$ cat src/rtl/cdb_arbiter_pkg.sv
// Shared definitions for the common data bus: source encodings, default widths
// and the round-robin successor helper used by the arbiter.
package cdb_arbiter_pkg;

  localparam int TAG_W_DEF  = 4;
  localparam int DATA_W_DEF = 32;

  // Encoding of the broadcast source, also read by issue logic and reservation stations
  typedef enum logic [1:0] {
    CDB_NONE = 2'b00,
    CDB_ALU  = 2'b01,
    CDB_FPU  = 2'b10,
    CDB_LSU  = 2'b11
  } cdb_src_e;

  // Next source in the ALU -> FPU -> LSU -> ALU rotation; NONE restarts at ALU
  function automatic cdb_src_e rr_next(input cdb_src_e s);
    cdb_src_e n;
    case (s)
      CDB_ALU: n = CDB_FPU;
      CDB_FPU: n = CDB_LSU;
      default: n = CDB_ALU;
    endcase
    return n;
  endfunction

endpackage

$ cat src/rtl/cdb_fifo.sv
// Small per-source result FIFO. Ready/full come from the registered count only,
// so a full FIFO refuses a push even in a cycle where it is also popped.
// A synchronous flush empties it and overrides any push or pop that cycle.
module cdb_fifo #(
  parameter int DEPTH = 2,
  parameter int WIDTH = 37
) (
  input  logic             clk,
  input  logic             rst,
  input  logic             flush,
  input  logic             push,
  input  logic [WIDTH-1:0] push_data,
  input  logic             pop,
  output logic [WIDTH-1:0] head_data,
  output logic             empty,
  output logic             full
);

  localparam int CNT_W = $clog2(DEPTH + 1);
  localparam int PTR_W = (DEPTH > 1) ? $clog2(DEPTH) : 1;

  logic [WIDTH-1:0] mem_q [DEPTH];
  logic [WIDTH-1:0] mem_d [DEPTH];
  logic [PTR_W-1:0] wr_ptr_q, wr_ptr_d;
  logic [PTR_W-1:0] rd_ptr_q, rd_ptr_d;
  logic [CNT_W-1:0] count_q, count_d;
  logic             do_push, do_pop;

  assign full      = (count_q == CNT_W'(DEPTH));
  assign empty     = (count_q == '0);
  assign head_data = mem_q[rd_ptr_q];

  // Pointer increment that wraps at DEPTH, which need not be a power of two
  function automatic logic [PTR_W-1:0] ptr_inc(input logic [PTR_W-1:0] p);
    return (p == PTR_W'(DEPTH - 1)) ? '0 : p + 1'b1;
  endfunction

  // Next-state for storage, pointers and occupancy
  always_comb begin
    do_push  = push && !full && !flush;
    do_pop   = pop && !empty && !flush;
    mem_d    = mem_q;
    wr_ptr_d = wr_ptr_q;
    rd_ptr_d = rd_ptr_q;
    count_d  = count_q;
    if (do_push) begin
      mem_d[wr_ptr_q] = push_data;
      wr_ptr_d        = ptr_inc(wr_ptr_q);
    end
    if (do_pop) begin
      rd_ptr_d = ptr_inc(rd_ptr_q);
    end
    case ({do_push, do_pop})
      2'b10:   count_d = count_q + 1'b1;
      2'b01:   count_d = count_q - 1'b1;
      default: count_d = count_q;
    endcase
    if (flush) begin
      wr_ptr_d = '0;
      rd_ptr_d = '0;
      count_d  = '0;
    end
  end

  // State registers with asynchronous reset to empty
  always_ff @(posedge clk or posedge rst) begin
    if (rst) begin
      for (int i = 0; i < DEPTH; i++) mem_q[i] <= '0;
      wr_ptr_q <= '0;
      rd_ptr_q <= '0;
      count_q  <= '0;
    end else begin
      mem_q    <= mem_d;
      wr_ptr_q <= wr_ptr_d;
      rd_ptr_q <= rd_ptr_d;
      count_q  <= count_d;
    end
  end

endmodule

$ cat src/rtl/cdb_arbiter.sv
// Common data bus arbiter: three result sources (ALU, FPU, LSU) each feed a
// small FIFO, and a round-robin arbiter picks one non-empty head per cycle and
// registers it onto the single CDB broadcast port.
module cdb_arbiter
  import cdb_arbiter_pkg::*;
#(
  parameter int TAG_W  = TAG_W_DEF,
  parameter int DATA_W = DATA_W_DEF,
  parameter int DEPTH  = 2
) (
  input  logic              clk,
  input  logic              rst,
  input  logic              flush,
  input  logic              alu_valid,
  output logic              alu_ready,
  input  logic [TAG_W-1:0]  alu_tag,
  input  logic [DATA_W-1:0] alu_data,
  input  logic              fpu_valid,
  output logic              fpu_ready,
  input  logic [TAG_W-1:0]  fpu_tag,
  input  logic [DATA_W-1:0] fpu_data,
  input  logic              lsu_valid,
  output logic              lsu_ready,
  input  logic [TAG_W-1:0]  lsu_tag,
  input  logic [DATA_W-1:0] lsu_data,
  input  logic              lsu_is_fp,
  output logic              cdb_valid,
  output logic [1:0]        cdb_src,
  output logic [TAG_W-1:0]  cdb_tag,
  output logic [DATA_W-1:0] cdb_data,
  output logic              cdb_is_fp
);

  localparam int ENTRY_W = TAG_W + DATA_W + 1;

  logic [ENTRY_W-1:0] alu_head, fpu_head, lsu_head, sel_entry;
  logic               alu_empty, fpu_empty, lsu_empty;
  logic               alu_full, fpu_full, lsu_full;
  cdb_src_e           grant_src;

  cdb_src_e          last_q, last_d;
  logic              cdb_valid_q, cdb_valid_d;
  cdb_src_e          cdb_src_q, cdb_src_d;
  logic [TAG_W-1:0]  cdb_tag_q, cdb_tag_d;
  logic [DATA_W-1:0] cdb_data_q, cdb_data_d;
  logic              cdb_is_fp_q, cdb_is_fp_d;

  cdb_fifo #(.DEPTH(DEPTH), .WIDTH(ENTRY_W)) u_alu_fifo (
    .clk       (clk),
    .rst       (rst),
    .flush     (flush),
    .push      (alu_valid),
    .push_data ({alu_tag, alu_data, 1'b0}),
    .pop       (grant_src == CDB_ALU),
    .head_data (alu_head),
    .empty     (alu_empty),
    .full      (alu_full)
  );

  cdb_fifo #(.DEPTH(DEPTH), .WIDTH(ENTRY_W)) u_fpu_fifo (
    .clk       (clk),
    .rst       (rst),
    .flush     (flush),
    .push      (fpu_valid),
    .push_data ({fpu_tag, fpu_data, 1'b1}),
    .pop       (grant_src == CDB_FPU),
    .head_data (fpu_head),
    .empty     (fpu_empty),
    .full      (fpu_full)
  );

  cdb_fifo #(.DEPTH(DEPTH), .WIDTH(ENTRY_W)) u_lsu_fifo (
    .clk       (clk),
    .rst       (rst),
    .flush     (flush),
    .push      (lsu_valid),
    .push_data ({lsu_tag, lsu_data, lsu_is_fp}),
    .pop       (grant_src == CDB_LSU),
    .head_data (lsu_head),
    .empty     (lsu_empty),
    .full      (lsu_full)
  );

  assign alu_ready = !alu_full;
  assign fpu_ready = !fpu_full;
  assign lsu_ready = !lsu_full;

  // Round-robin scan starting just after the last granted source; flush suppresses any grant
  always_comb begin
    cdb_src_e cand;
    logic     hit;
    grant_src = CDB_NONE;
    cand      = rr_next(last_q);
    hit       = 1'b0;
    for (int i = 0; i < 3; i++) begin
      case (cand)
        CDB_ALU: hit = !alu_empty;
        CDB_FPU: hit = !fpu_empty;
        CDB_LSU: hit = !lsu_empty;
        default: hit = 1'b0;
      endcase
      if ((grant_src == CDB_NONE) && hit) grant_src = cand;
      cand = rr_next(cand);
    end
    if (flush) grant_src = CDB_NONE;
  end

  // Select the head entry of the granted FIFO
  always_comb begin
    sel_entry = alu_head;
    case (grant_src)
      CDB_FPU: sel_entry = fpu_head;
      CDB_LSU: sel_entry = lsu_head;
      default: sel_entry = alu_head;
    endcase
  end

  // Next broadcast and pointer: payload holds on idle cycles, pointer moves only on a grant
  always_comb begin
    last_d      = last_q;
    cdb_valid_d = 1'b0;
    cdb_src_d   = CDB_NONE;
    cdb_tag_d   = cdb_tag_q;
    cdb_data_d  = cdb_data_q;
    cdb_is_fp_d = cdb_is_fp_q;
    if (grant_src != CDB_NONE) begin
      last_d      = grant_src;
      cdb_valid_d = 1'b1;
      cdb_src_d   = grant_src;
      {cdb_tag_d, cdb_data_d, cdb_is_fp_d} = sel_entry;
    end
  end

  // Output and pointer registers; reset leaves LSU as "last" so ALU wins first
  always_ff @(posedge clk or posedge rst) begin
    if (rst) begin
      last_q      <= CDB_LSU;
      cdb_valid_q <= 1'b0;
      cdb_src_q   <= CDB_NONE;
      cdb_tag_q   <= '0;
      cdb_data_q  <= '0;
      cdb_is_fp_q <= 1'b0;
    end else begin
      last_q      <= last_d;
      cdb_valid_q <= cdb_valid_d;
      cdb_src_q   <= cdb_src_d;
      cdb_tag_q   <= cdb_tag_d;
      cdb_data_q  <= cdb_data_d;
      cdb_is_fp_q <= cdb_is_fp_d;
    end
  end

  assign cdb_valid = cdb_valid_q;
  assign cdb_src   = cdb_src_q;
  assign cdb_tag   = cdb_tag_q;
  assign cdb_data  = cdb_data_q;
  assign cdb_is_fp = cdb_is_fp_q;

endmodule

$ cat config.mk
export PLATFORM = sky130hd
export DESIGN_NAME = cdb_arbiter
export DESIGN_NICKNAME = d
export VERILOG_FILES = /design/src/rtl/cdb_arbiter_pkg.sv /design/src/rtl/cdb_fifo.sv /design/src/rtl/cdb_arbiter.sv
export SDC_FILE = /design/constraint.sdc
export NUM_CORES = 1
export LEC_CHECK = 0
export ABC_CLOCK_PERIOD_IN_PS = 20800
export CORE_MARGIN = 4
export CORE_UTILIZATION = 60
export DETAILED_ROUTE_END_ITERATION = 7
export GPL_TIMING_DRIVEN = 0
export PLACE_DENSITY_LB_ADDON = 0.25
export SYNTH_ARGS = -nofsm -noshare
export SYNTH_HDL_FRONTEND = slang
export SYNTH_SLANG_ARGS = --single-unit
$ cat constraint.sdc
create_clock -name clk -period 20.8 [get_ports clk]
set_input_delay 4.16 -clock clk [delete_from_list [all_inputs] [get_ports clk]]
set_output_delay 4.16 -clock clk [all_outputs]
set_load 0.01 [all_outputs]
==> flow_metrics.env, run 1 <==
export IMPL_outcome="finished, final reports clean"
export IMPL_crit_arrival_ns=6.51
export IMPL_crit_family="buffers and inverters"
export IMPL_core_area_um2=20400
export IMPL_antenna_found_initial=2
export IMPL_synth_edf_count=0
export IMPL_initial_core_util=0.617
export IMPL_grt_ovfl_total=0
export IMPL_rsz0062_at_grt="false"
export IMPL_period_share=0.292
export IMPL_setup_viol=0
export IMPL_die_w_um=153
export IMPL_die_y_um=153
export IMPL_gp_congestion=0.905
export IMPL_dp_hpwl_um=20600
export IMPL_netlist_instances=929
export IMPL_slowest_delay_ns=0.59
export IMPL_cts_hold_fix_buffers=0
export IMPL_grt_pass1_vias=8725
export IMPL_grt_start_max_net_pins=126
export IMPL_drv_slew=0
export IMPL_drtIter0Drc=571
export IMPL_finalCriticalPeriod_ns=6.08
export IMPL_dr_pass1_iters=5
export IMPL_synthesis_nets=1048
export IMPL_cts_buffers=29
export IMPL_crit_path_top_delay_cell="clkdlybuf4s50_1"
export IMPL_clk_latency_ns=0.55
export IMPL_synth_avg_cell_area_um2=13.6
export IMPL_min_delay_path_class="reg2reg"
export IMPL_avgViaCountPerCell=5.76
export IMPL_ys_seq_area_frac=0.544
export IMPL_ys_types=49
export IMPL_endpoint_kind="flop"
export IMPL_grtUsageTotal=0.247
export IMPL_io_pins=158
export IMPL_vias=8132
export IMPL_post_synth_top_count_cell="mux2_2"
export IMPL_crit_buf_inv=2
export IMPL_pwr_density_cell_nw_per_um2=165
export IMPL_worstSetupStartpointType="primary input"
export IMPL_netlist_top_cells_area="dfrtp_1 (54%), mux2_2 (26%), mux2i_1 (8.1%), nand2_1 (1.4%), o21ai_0 (1.3%)"
export IMPL_maxCapViolCount=0
export IMPL_wire_per_inst_um=20.8
export IMPL_root_buffer="clkbuf_16"
export IMPL_wl_um=29300
export IMPL_power_leakage_nw=6.56
export IMPL_met2_usage=0.390
export IMPL_nets=1237
export IMPL_die_area_um2=23400
export IMPL_syn2layout_area_growth_pct=23.7
export IMPL_drc=0
export IMPL_cp_max_fo=10
export IMPL_worst_slew_pin_slew_ns=0.924
export IMPL_async_reset_ff_frac=1.00
export IMPL_num_rows=52
export IMPL_instances_no_fill=1411
export IMPL_antenna_left=0
export IMPL_synth_area_um2=12600
export IMPL_dp_cells=1357
export IMPL_cts_resized=0
export IMPL_ys_flop_type="dfrtp_1"
export IMPL_synth_top_area_cell="dfrtp_1"
export IMPL_fmaxAchievable_mhz=164
export IMPL_grtUsageMet1=0.366
export IMPL_port_buffers=156
export IMPL_cts_tree="yes"
export IMPL_peakVddDrop_mv=0.0884
export IMPL_max_slew_margin=0.381
export IMPL_finClkSkew_ns=0.0178
export IMPL_cts_max_level=1
export IMPL_ys_ff_latch=274
export IMPL_critical_path_class="in2reg"
export IMPL_synth_top_area_frac=0.540
export IMPL_cts_max_path_buffers=3
export IMPL_top_usage_layer="met2"
export IMPL_post_cts_buffers=0
export IMPL_hold_viol_final=0
export IMPL_crit_required_ns=21.23
export IMPL_cp_cell_sequence="clkdlybuf4s50_1, nand2_1, nor3_2, clkbuf_1, mux2_2"
export IMPL_grtUsageMet3=0.0359
export IMPL_cts_sinks=274
export IMPL_fin_tns_setup_ns=0
export IMPL_synth_common_cells="mux2_2 (290), dfrtp_1 (272), mux2i_1 (102), nand2_1 (46), o21ai_0 (34)"
export IMPL_grt_first_pass_wirelength_um=47000
export IMPL_ys_warnings_count=0
export IMPL_drive_gt1_frac=0.334
export IMPL_clk_pin_slew_ns=0.06
-- stage by stage --
stage | util | power [mW] | setup slack [ns] | instance area (µm²) | hold WS [ns]
floorplan | - | 1.64 | 9.09 | 12600 | 0.434
global placement | 0.710 | 1.97 | 5.85 | 14500 | 0.452
detailed placement | 0.713 | 2.02 | 14.22 | 14600 | 0.455
CTS | 0.763 | 2.57 | 14.75 | 15600 | 0.468
global route | 0.763 | 2.72 | 14.64 | 15600 | 0.472
finish | 0.763 | 2.58 | 14.72 | 15600 | 0.467
-- cell usage in the layout (no fill, tap or decap), types with 4 or more instances in the layout --
cell type	n
ha_1	4
nand3b_1	5
o21ai_0	34
mux2_2	290
inv_1	11
o31ai_1	4
nor2_1	10
dfrtp_1	272
nand2_1	46
bufinv_16	4
o21ai_1	12
clkdlybuf4s50_1	156
clkbuf_16	29
buf_2	19
nand2b_1	5
clkbuf_1	37
nand3_1	4
a21oi_1	8
buf_4	4
mux2i_1	102
clkbuf_8	10
a31oi_1	4
o211ai_1	13
-- routing by layer --
layer  up-vias  wire length, µm
met5         -                0
met4         0              632
met2       228            13600
met3        53             1530
li1       3719                -
met1      4132            13500
-- worst paths after layout --
| check | startpoint | endpoint | slack, ns | cells past startpoint |
|---|---|---|---|---|
| worst max-delay path | alu_valid | u_alu_fifo.mem_q[52]$_DFFE_PP0P_ | 14.72 | 5 |
| worst min-delay path | u_fpu_fifo.mem_q[0]$_DFFE_PP0P_ | u_fpu_fifo.mem_q[0]$_DFFE_PP0P_ | 0.47 | 1 |
| worst max register to register | last_q[0]$_DFFE_PP1N_ | cdb_data[9]$_DFFE_PP0N_ | 17.58 | 11 |
| worst min register to register | u_fpu_fifo.mem_q[0]$_DFFE_PP0P_ | u_fpu_fifo.mem_q[0]$_DFFE_PP0P_ | 0.47 | 1 |
| max in group asynchronous | rst | cdb_data[31]$_DFFE_PP0N_ | 15.93 | 3 |
| min in group asynchronous | rst | u_lsu_fifo.mem_q[46]$_DFFE_PP0P_ | 3.96 | 2 |
-- cells by family (layout without fill, tap and decap cells) --
logic type      after synthesis  count (layout)  synth area share
compound gates               97              97            0.0490
xor+xnor                      3               3           0.00208
fa+ha+maj                     4               4           0.00397
buf+inv                      74             284            0.0272
flops                       274             274             0.544
mux                         393             393             0.341
other cells                   0               2                 0
simple gates                 84              84            0.0324
-- where the power goes --
part | switching (mW) | internal (mW) | total [mW]
combinational | 0.576 | 0.536 | 1.11
sequential | 0.129 | 0.788 | 0.917
clock | 0.207 | 0.340 | 0.547
-- final cells by class --
class | instances | area, µm²
flip-flops and latches | 274 | 6860
multi-input cells | 581 | 5400
fillers | 1318 | 4840
repair buffers | 158 | 1620
clock buffers | 45 | 886
well taps | 270 | 338
plain buffers | 61 | 292
clock inverters | 7 | 135
inverters | 13 | 58.8
diodes | 2 | 5.00
-- registers in the layout, summed over array words and instances, names as in the netlist, 2 cells and up --
name	count
cdb_tag	4
u_lsu_fifo.mem_q	74
u_fpu_fifo.count_q	2
cdb_data	32
u_lsu_fifo.count_q	2
u_fpu_fifo.mem_q	74
cdb_src	2
u_alu_fifo.count_q	2
last_q	2
u_alu_fifo.mem_q	72
Power figures use the tool's default switching activity.
==> run 2: changes to the inputs <==
--- a/config.mk
+++ b/config.mk
@@ -5,9 +5,9 @@
 export SDC_FILE = /design/constraint.sdc
 export NUM_CORES = 1
 export LEC_CHECK = 0
-export ABC_CLOCK_PERIOD_IN_PS = 20800
+export ABC_CLOCK_PERIOD_IN_PS = 5500
 export CORE_MARGIN = 4
-export CORE_UTILIZATION = 60
+export CORE_UTILIZATION = 50
 export DETAILED_ROUTE_END_ITERATION = 7
 export GPL_TIMING_DRIVEN = 0
 export PLACE_DENSITY_LB_ADDON = 0.25
==> constraint.sdc (replaced) <==
create_clock -name clk -period 5.5 [get_ports clk]
set_input_delay 1.1 -clock clk [delete_from_list [all_inputs] [get_ports clk]]
set_output_delay 1.1 -clock clk [all_outputs]
set_load 0.01 [all_outputs]
==> flow_metrics.env, run 2 (synthesized netlist as in run 1, its figures left out) <==
export IMPL_clk_latency_ns=0.53
export IMPL_fillers=1944
export IMPL_pwr_density_cell_nw_per_um2=613
export IMPL_finalCriticalPeriod_ns=3.17
export IMPL_max_slew_margin=0.322
export IMPL_hold_path_startpoint="u_fpu_fifo.mem_q[37]$_DFFE_PP0P_"
export IMPL_grtUsageTotal=0.209
export IMPL_setup_viol=0
export IMPL_hold_ws_ns=0.467
export IMPL_wire_per_inst_um=19.8
export IMPL_cts_sinks=274
export IMPL_cts_tree="yes"
export IMPL_drtIter0Drc=412
export IMPL_rr_endpoint="cdb_data[9]$_DFFE_PP0N_"
export IMPL_clk_pin_slew_ns=0.06
export IMPL_cts_buffers=29
export IMPL_diodes=0
export IMPL_fmaxAchievable_mhz=316
export IMPL_layout_common_cells="mux2_2 (290), dfrtp_1 (272), clkdlybuf4s50_1 (156)"
export IMPL_rsz0062_at_grt="false"
export IMPL_dp_cells=1416
export IMPL_grt_pass1_vias=8326
export IMPL_num_rows=57
export IMPL_peakVddDrop_mv=0.301
export IMPL_vias=7968
export IMPL_cts_max_level=1
export IMPL_cp_max_fo=10
export IMPL_antenna_left=0
export IMPL_endpoint_kind="flop"
export IMPL_antenna_found_initial=0
export IMPL_drc=0
export IMPL_period_share=0.576
export IMPL_multiInputGateArea_um2=5400
export IMPL_r2r_slack_ns=2.33
export IMPL_hold_viol_final=0
export IMPL_maxCapViolCount=0
export IMPL_avgViaCountPerCell=5.43
export IMPL_instances_no_fill=1468
export IMPL_min_to="u_fpu_fifo.mem_q[37]$_DFFE_PP0P_"
export IMPL_power_leakage_nw=6.58
export IMPL_wl_um=29100
export IMPL_fin_tns_setup_ns=0
export IMPL_nets=1242
export IMPL_grt_start_max_net_pins=42
export IMPL_critical_path_class="reg2reg"
export IMPL_drv_slew=0
export IMPL_die_y_um=167
export IMPL_min_delay_path_class="reg2reg"
export IMPL_initial_core_util=0.514
export IMPL_post_dp_cell_area_um2=14700
export IMPL_die_w_um=167
export IMPL_cts_max_path_buffers=3
export IMPL_timing_final_ws_setup_ns=2.33
export IMPL_reg2reg_from="last_q[0]$_DFFE_PP1N_"
export IMPL_rr_worst_depth=11
export IMPL_cts_hold_fix_buffers=0
export IMPL_crit_required_ns=5.89
export IMPL_worstHoldPathCells=1
export IMPL_drive_gt1_frac=0.337
export IMPL_final_common_cell="mux2_2"
export IMPL_crit_arrival_ns=3.56
export IMPL_io_pins=158
export IMPL_ff_latch_area_um2=6860
export IMPL_stdcell_area_um2=15700
export IMPL_core_area_um2=24500
export IMPL_grt_first_pass_wirelength_um=47200
export IMPL_total_power_mw=9.63
export IMPL_cts_resized=0
export IMPL_dp_hpwl_um=21400
export IMPL_post_cts_buffers=0
export IMPL_syn2layout_area_growth_pct=24.6
export IMPL_die_area_um2=27800
export IMPL_reg_largest_list="u_fpu_fifo.mem_q: 74 flops, u_lsu_fifo.mem_q: 74 flops, u_alu_fifo.mem_q: 72 flops"
export IMPL_place_ws_ns=1.94
export IMPL_dr_pass1_iters=4
export IMPL_worst_slew_pin_slew_ns=1.01
export IMPL_outcome="finished, final reports clean"
export IMPL_root_buffer="clkbuf_16"
export IMPL_port_buffers=156
export IMPL_gp_congestion=0.907
export IMPL_worstSetupStartpointType="flop"
export IMPL_grt_ovfl_total=0
export IMPL_final_util=0.640
export IMPL_finClkSkew_ns=0.0166
-- run 2: worst max-delay path: stages, from the launching register on --
cell and delay [ns]:
dfstp_2 0.55, inv_1 0.07, ha_1 0.28, clkbuf_2 0.20, o21ai_1 0.15, a21oi_1 0.17, a311oi_1 0.07, or3_1 0.40
buf_2 0.22, clkbuf_1 0.26, o21ai_0 0.52, mux2i_1 0.13
-- run 2: worst max path at each step --
stage / start / endpoint / slack [ns] / cells after the start
floorplan: rst / cdb_data[0]$_DFFE_PP0N_ / 0.78 / 1
global route: last_q[0]$_DFFE_PP1N_ / cdb_data[15]$_DFFE_PP0N_ / 2.15 / 11
finish: last_q[0]$_DFFE_PP1N_ / cdb_data[9]$_DFFE_PP0N_ / 2.33 / 11
global placement: rst / u_fpu_fifo.mem_q[59]$_DFFE_PP0P_ / -1.21 / 2
detailed placement: alu_valid / u_alu_fifo.mem_q[53]$_DFFE_PP0P_ / 1.94 / 5
CTS: last_q[0]$_DFFE_PP1N_ / cdb_data[15]$_DFFE_PP0N_ / 2.40 / 11
-- run 2: cell type report --
class / instances / share of cell area
well taps: 324 / 0.0258
clock buffers: 44 / 0.0555
plain buffers: 61 / 0.0186
repair buffers: 163 / 0.108
clock inverters: 8 / 0.00733
inverters: 13 / 0.00351
multi-input cells: 581 / 0.344
flip-flops and latches: 274 / 0.437
-- run 2: power breakdown --
group | internal (mW) | switching [mW] | leakage [nW]
Clock | 1.22 | 0.769 | 0.491
Combinational | 2.03 | 2.16 | 2.83
Sequential | 2.98 | 0.464 | 3.26
Total | 6.24 | 3.40 | 6.58
-- run 2: metal layers --
metal	up-vias	GRT usage	routed length (µm)
li1	3735	-	-
met1	4003	0.322	14200
met2	198	0.324	13300
met3	32	0.0280	1290
met4	0	0.0366	363
met5	-	0	0
